**src/rtl/occupancy_controller_pkg.sv**
```systemverilog
// Shared types and defaults for the room occupancy controller and its sensor filters.
package occupancy_controller_pkg;

  typedef enum logic [1:0] {
    IDLE       = 2'd0,
    S1_FIRST   = 2'd1,
    S2_FIRST   = 2'd2,
    WAIT_CLEAR = 2'd3
  } occ_state_e;

  localparam int unsigned DEF_CNT_W     = 8;
  localparam int unsigned DEF_MAX_OCC   = 50;
  localparam int unsigned DEF_DEBOUNCE  = 4;
  localparam int unsigned DEF_SEQ_TMO   = 32;
  localparam int unsigned DEF_OFF_DELAY = 16;

  // Bits needed to hold values 0..max_val inclusive.
  function automatic int unsigned cnt_width(input int unsigned max_val);
    return (max_val < 2) ? 1 : $clog2(max_val + 1);
  endfunction

endpackage

```
**src/rtl/occupancy_controller_ir_debounce.sv**
```systemverilog
// Two-flop synchroniser followed by a stability filter for one raw IR beam input.
module ir_debounce
  import occupancy_controller_pkg::*;
#(
  parameter int unsigned DEBOUNCE = DEF_DEBOUNCE
) (
  input  logic clk,
  input  logic rst_ni,
  input  logic raw_i,
  output logic filt_o
);

  localparam int unsigned CW = cnt_width(DEBOUNCE);

  logic          sync1_q, sync2_q;
  logic          filt_q, filt_d;
  logic [CW-1:0] cnt_q, cnt_d;

  always_ff @(posedge clk or negedge rst_ni) begin
    if (!rst_ni) begin
      sync1_q <= 1'b0;
      sync2_q <= 1'b0;
      filt_q  <= 1'b0;
      cnt_q   <= '0;
    end else begin
      sync1_q <= raw_i;
      sync2_q <= sync1_q;
      filt_q  <= filt_d;
      cnt_q   <= cnt_d;
    end
  end

  // Any cycle where the synced level agrees with the filtered level restarts the run.
  always_comb begin
    cnt_d  = '0;
    filt_d = filt_q;
    if (sync2_q != filt_q) begin
      if (cnt_q == CW'(DEBOUNCE - 1)) begin
        filt_d = sync2_q;
      end else begin
        cnt_d = cnt_q + 1'b1;
      end
    end
  end

  assign filt_o = filt_q;

endmodule

```
**src/rtl/occupancy_controller.sv**
```systemverilog
// Decodes IR beam order into entries/exits, keeps a saturating occupancy count and drives the light.
module occupancy_controller
  import occupancy_controller_pkg::*;
#(
  parameter int unsigned CNT_W     = DEF_CNT_W,
  parameter int unsigned MAX_OCC   = DEF_MAX_OCC,
  parameter int unsigned DEBOUNCE  = DEF_DEBOUNCE,
  parameter int unsigned SEQ_TMO   = DEF_SEQ_TMO,
  parameter int unsigned OFF_DELAY = DEF_OFF_DELAY
) (
  input  logic             clk,
  input  logic             reset,
  input  logic             ir_sensor1,
  input  logic             ir_sensor2,
  output logic [CNT_W-1:0] curr_visitor,
  output logic             entry_pulse,
  output logic             exit_pulse,
  output logic             room_full,
  output logic             light_on,
  output logic             seq_err
);

  localparam int unsigned TW = cnt_width(SEQ_TMO);
  localparam int unsigned OW = cnt_width(OFF_DELAY);

  logic             f1, f2;
  occ_state_e       state_q, state_d;
  logic [TW-1:0]    tmr_q, tmr_d;
  logic             entry_ev_q, entry_ev_d;
  logic             exit_ev_q, exit_ev_d;
  logic             seq_abort;
  logic [CNT_W-1:0] count_q, count_d;
  logic             entry_pulse_q, entry_pulse_d;
  logic             exit_pulse_q, exit_pulse_d;
  logic             err_q, err_d;
  logic             light_q, light_d;
  logic [OW-1:0]    off_q, off_d;

  ir_debounce #(.DEBOUNCE(DEBOUNCE)) u_deb1 (
    .clk    (clk),
    .rst_ni (reset),
    .raw_i  (ir_sensor1),
    .filt_o (f1)
  );

  ir_debounce #(.DEBOUNCE(DEBOUNCE)) u_deb2 (
    .clk    (clk),
    .rst_ni (reset),
    .raw_i  (ir_sensor2),
    .filt_o (f2)
  );

  always_ff @(posedge clk or negedge reset) begin
    if (!reset) begin
      state_q       <= IDLE;
      tmr_q         <= '0;
      entry_ev_q    <= 1'b0;
      exit_ev_q     <= 1'b0;
      count_q       <= '0;
      entry_pulse_q <= 1'b0;
      exit_pulse_q  <= 1'b0;
      err_q         <= 1'b0;
      light_q       <= 1'b0;
      off_q         <= '0;
    end else begin
      state_q       <= state_d;
      tmr_q         <= tmr_d;
      entry_ev_q    <= entry_ev_d;
      exit_ev_q     <= exit_ev_d;
      count_q       <= count_d;
      entry_pulse_q <= entry_pulse_d;
      exit_pulse_q  <= exit_pulse_d;
      err_q         <= err_d;
      light_q       <= light_d;
      off_q         <= off_d;
    end
  end

  // Timer defaults to zero so it restarts on every state change and only runs while waiting.
  always_comb begin
    state_d    = state_q;
    tmr_d      = '0;
    entry_ev_d = 1'b0;
    exit_ev_d  = 1'b0;
    seq_abort  = 1'b0;
    unique case (state_q)
      IDLE: begin
        if (f1 && !f2) begin
          state_d = S1_FIRST;
        end else if (f2 && !f1) begin
          state_d = S2_FIRST;
        end else if (f1 && f2) begin
          state_d = WAIT_CLEAR;
        end
      end
      S1_FIRST: begin
        if (f2) begin
          state_d    = WAIT_CLEAR;
          entry_ev_d = 1'b1;
        end else if (!f1 || (tmr_q == TW'(SEQ_TMO))) begin
          state_d   = IDLE;
          seq_abort = 1'b1;
        end else begin
          tmr_d = tmr_q + 1'b1;
        end
      end
      S2_FIRST: begin
        if (f1) begin
          state_d   = WAIT_CLEAR;
          exit_ev_d = 1'b1;
        end else if (!f2 || (tmr_q == TW'(SEQ_TMO))) begin
          state_d   = IDLE;
          seq_abort = 1'b1;
        end else begin
          tmr_d = tmr_q + 1'b1;
        end
      end
      WAIT_CLEAR: begin
        if (!f1 && !f2) begin
          state_d = IDLE;
        end
      end
      default: state_d = IDLE;
    endcase
  end

  always_comb begin
    count_d       = count_q;
    entry_pulse_d = 1'b0;
    exit_pulse_d  = 1'b0;
    err_d         = err_q | seq_abort;
    if (entry_ev_q) begin
      if (count_q < CNT_W'(MAX_OCC)) begin
        count_d       = count_q + 1'b1;
        entry_pulse_d = 1'b1;
      end else begin
        err_d = 1'b1;
      end
    end else if (exit_ev_q) begin
      if (count_q != '0) begin
        count_d      = count_q - 1'b1;
        exit_pulse_d = 1'b1;
      end else begin
        err_d = 1'b1;
      end
    end
  end

  // Light follows the next count so it rises with the first entry; the off-delay starts on the drop to zero.
  always_comb begin
    light_d = light_q;
    off_d   = off_q;
    if (count_d != '0) begin
      light_d = 1'b1;
      off_d   = '0;
    end else if (count_q != '0) begin
      off_d   = OW'(OFF_DELAY);
      light_d = (OFF_DELAY != 0);
    end else if (off_q != '0) begin
      off_d = off_q - 1'b1;
      if (off_q == OW'(1)) begin
        light_d = 1'b0;
      end
    end
  end

  assign curr_visitor = count_q;
  assign entry_pulse  = entry_pulse_q;
  assign exit_pulse   = exit_pulse_q;
  assign room_full    = (count_q == CNT_W'(MAX_OCC));
  assign light_on     = light_q;
  assign seq_err      = err_q;

endmodule
```
**config.mk**
```make
export PLATFORM = sky130hd
export DESIGN_NAME = occupancy_controller
export DESIGN_NICKNAME = d
export VERILOG_FILES = /design/src/rtl/occupancy_controller_pkg.sv /design/src/rtl/occupancy_controller_ir_debounce.sv /design/src/rtl/occupancy_controller.sv
export SDC_FILE = /design/constraint.sdc
export NUM_CORES = 1
export LEC_CHECK = 0
export ABC_AREA = 1
export CAP_MARGIN = 20
export CORE_ASPECT_RATIO = 0.9
export CORE_MARGIN = 2
export CORE_UTILIZATION = 43
export CTS_CLUSTER_DIAMETER = 200
export CTS_CLUSTER_SIZE = 40
export DETAILED_ROUTE_END_ITERATION = 16
export PLACE_DENSITY_LB_ADDON = 0.08
export SETUP_SLACK_MARGIN = 0.5
export SYNTH_ARGS = -nofsm -noshare
export SYNTH_HDL_FRONTEND = slang
export SYNTH_SLANG_ARGS = --single-unit
```
**constraint.sdc**
```tcl
create_clock -name clk -period 4.7 [get_ports clk]
set_input_delay 0.47 -clock clk [delete_from_list [all_inputs] [get_ports clk]]
set_output_delay 0.47 -clock clk [all_outputs]
set_load 0.005 [all_outputs]
```
==> flow_summary.yaml <==
timing:
  finalHoldViolCount: 0
  drv_slew: 0
  slew_headroom_pct: 41.5
  hold_slack_ns: 0.277
  rsz0062_at_grt: "no"
  fin_skew_ns: 0.00494
  worst_pin_slew_ns: 0.877
  setup_tns_ns: 0
  timing.final.crit_share_pct: 48.3
  clock.fmax_mhz: 441
  period_minus_slack_ns: 2.27
  setup_viol: 0
grt:
  overflow: 0
  grt_use_met1_pct: 22.9
  grt_max_degree: 40
  busiest_layer: "met2"
  grt_pass1_wl_um: 8010
  grt_usage_pct: 16.1
  use_met2_pct: 25.2
  antenna_found_initial: 0
  use_met3_pct: 3.03
  grt_pass1_vias: 1709
logic_synthesis:
  synth-edff-count: 0
  synth_seq_cells: 39
  synth_common_cells: "nand2_1 (66), inv_1 (44), dfrtp_1 (39)"
  synth_area_um2: 2440
  async_flop_share_pct: 100
  synth_area_leaders: "dfrtp_1 (40%), ha_1 (10%), nand2_1 (10%)"
  yosysMostFrequentCell: "nand2_1"
  synth_seq_area_share_pct: 40.0
  syn_avg_cell_area_um2: 8.24
  ys.flop_type: "dfrtp_1"
  synthCells: 296
  synth.distinct_cells: 29
  yosys_warnings: 0
  synth_largest_area_cell: "dfrtp_1"
  yosys.area.top_type_share_pct: 40.0
  syn_nets: 320
cts:
  insertion_delay_ns: 0.29
  clock-sinks: 39
  h-tree-depth: 2
  clock_tree.root_cell: "clkbuf_8"
  holdBufCountCts: 0
  cts_buffers: 5
  cts_tree: "yes"
  post_cts_buffers: 0
  cts_buffer_depth: 2
  cts_resized: 0
  path_clk_slew_ns: 0.08
worst_setup_path:
  end_kind: "output port"
  worstPathMaxFanout: 11
  crit_type: "flop to output port"
  required_ns: 4.23
  critPathLaunchType: "flop"
  cp_data_arrival_time_ns: 1.80
detailed_routing:
  drt_iter0_drc: 111
  drc_errors: 0
  wl_per_cell_um: 11.8
  antenna_left: 0
  drtPass1Iterations: 4
  post_drt_via_cell_ratio: 4.82
  vias: 1864
  drt_wl_total_um: 4560
hold_path:
  min_path_type: "input pin to async pin"
place:
  numPlacedInstances: 379
  finalWeightedCongestion: 0.835
  io_buffer_count: 16
  dp_hpwl_um: 3420
floorplan:
  die_w_um: 83.4
  coreArea_um2: 5560
  die_y_um: 75.5
  io_pins: 17
  start_util_pct: 43.9
  placementRows: 26
  dieArea_um2: 6290
pwr:
  power_density_nw_per_um2: 568
  swShare_pct: 45.8
  p_int_mw: 0.846
  seqPwrFrac_pct: 35.1
  leakagePower_nw: 1.40
  p_switching_mw: 0.715
  vdd_drop_max_uv: 231
  clkPwrFrac_pct: 15.8
  pwr-share-comb_pct: 49.2
layout:
  syn_to_final_growth_pct: 12.7
  fin_nets: 340
  final_core_util_pct: 49.4
  n_antenna_cell: 0
  drive_gt1_share_pct: 12.9
  stdcell_count: 387
job:
  max_cap_violations: 0
outcome:
  outcome: "finished clean"
power groups by stage:
stage / combinational (mW) / clock, mW / sequential [mW]
after floorplan: 0.609 / 0 / 0.504
after global placement: 0.777 / 0 / 0.554
after detailed placement: 0.773 / 0 / 0.555
after CTS: 0.779 / 0.256 / 0.548
after global routing: 0.888 / 0.268 / 0.564
final: 0.768 / 0.246 / 0.548
cell usage in the layout, fill, tap and decap left out:
| cell | n |
|---|---|
| a21oi_1 | 6 |
| a311oi_1 | 1 |
| buf_2 | 1 |
| bufinv_8 | 1 |
| clkbuf_8 | 6 |
| clkdlybuf4s50_1 | 15 |
| clkinv_2 | 1 |
| dfrtp_1 | 39 |
| ha_1 | 20 |
| inv_1 | 44 |
| inv_2 | 3 |
| inv_6 | 1 |
| nand2_1 | 66 |
| nand2_2 | 10 |
| nand2_4 | 2 |
| nand3_1 | 22 |
| nand3_2 | 1 |
| nand3_4 | 1 |
| nand4_1 | 6 |
| nor2_1 | 26 |
| nor2_2 | 7 |
| nor2_4 | 5 |
| nor2_8 | 2 |
| nor3_1 | 4 |
| nor3b_1 | 3 |
| o21ai_0 | 11 |
| o21ai_1 | 1 |
| o22ai_1 | 1 |
| o32ai_1 | 1 |
| xnor2_1 | 3 |
| xor2_1 | 7 |
cells by family after synthesis:
logic type                 synth area share [%]
adders and majority gates                  10.3
DFF                                        40.0
xor gates and xnor gates                   3.59
and+or+nand+nor                            32.3
AOI/OAI and AO/OA                          4.67
buffers and inverters                      9.18
state kept, by name, indices dropped and copies added (netlist names):
name and cells:
tmr_q 6, curr_visitor 8, exit_ev_q 1, u_deb1.sync2_q 1
light_on 1, exit_pulse 1, u_deb2.sync1_q 1, u_deb1.cnt_q 3
u_deb2.sync2_q 1, seq_err 1, u_deb1.sync1_q 1, u_deb2.cnt_q 3
state_q 2, u_deb2.filt_o 1, entry_pulse 1, u_deb1.filt_o 1
off_q 5, entry_ev_q 1
critical path, stage by stage (launching register included):
cell             delay [ns]
dfrtp_1                0.56
nor2_8                 0.23
nand2_4                0.10
nor2_1                 0.11
clkdlybuf4s50_1        0.50
stage by stage:
stage                     area [um^2]  setup WS (ns)  power, mW
after floorplan                  2440           2.95       1.11
after global placement           2650           2.68       1.33
after detailed placement         2650           2.66       1.33
after CTS                        2750           2.40       1.58
after global routing             2750           2.32       1.72
final                            2750           2.43       1.56
layer usage:
layer  vias to the layer above  wire length, um
li1                        964                -
met1                       863             2290
met2                        33             2020
met3                         4              201
met4                         0               44
met5                         -                0
area by class of cell:
type | count | area, um^2
repair buffers | 16 | 155
inverters | 48 | 194
well taps | 70 | 87.6
clock inverters | 2 | 13.8
flip-flops and latches | 39 | 976
multi-input cells | 206 | 1240
fillers | 559 | 2810
clock buffers | 6 | 82.6
path summary, 6_finish.rpt:
path,startpoint,to,depth (start not counted),slack [ns]
worst max-delay path,curr_visitor[2],room_full,4,2.43
worst min-delay path,reset,tmr_q[0],1,0.28
worst max register to register,curr_visitor[0],off_q[1],12,2.67
worst min register to register,u_deb2.sync1_q,u_deb2.sync2_q,0,0.36
max in group asynchronous,reset,entry_ev_q,1,3.86
min in group clk,u_deb2.sync1_q,u_deb2.sync2_q,0,0.36
No activity file was read; power rests on OpenSTA's default activity.
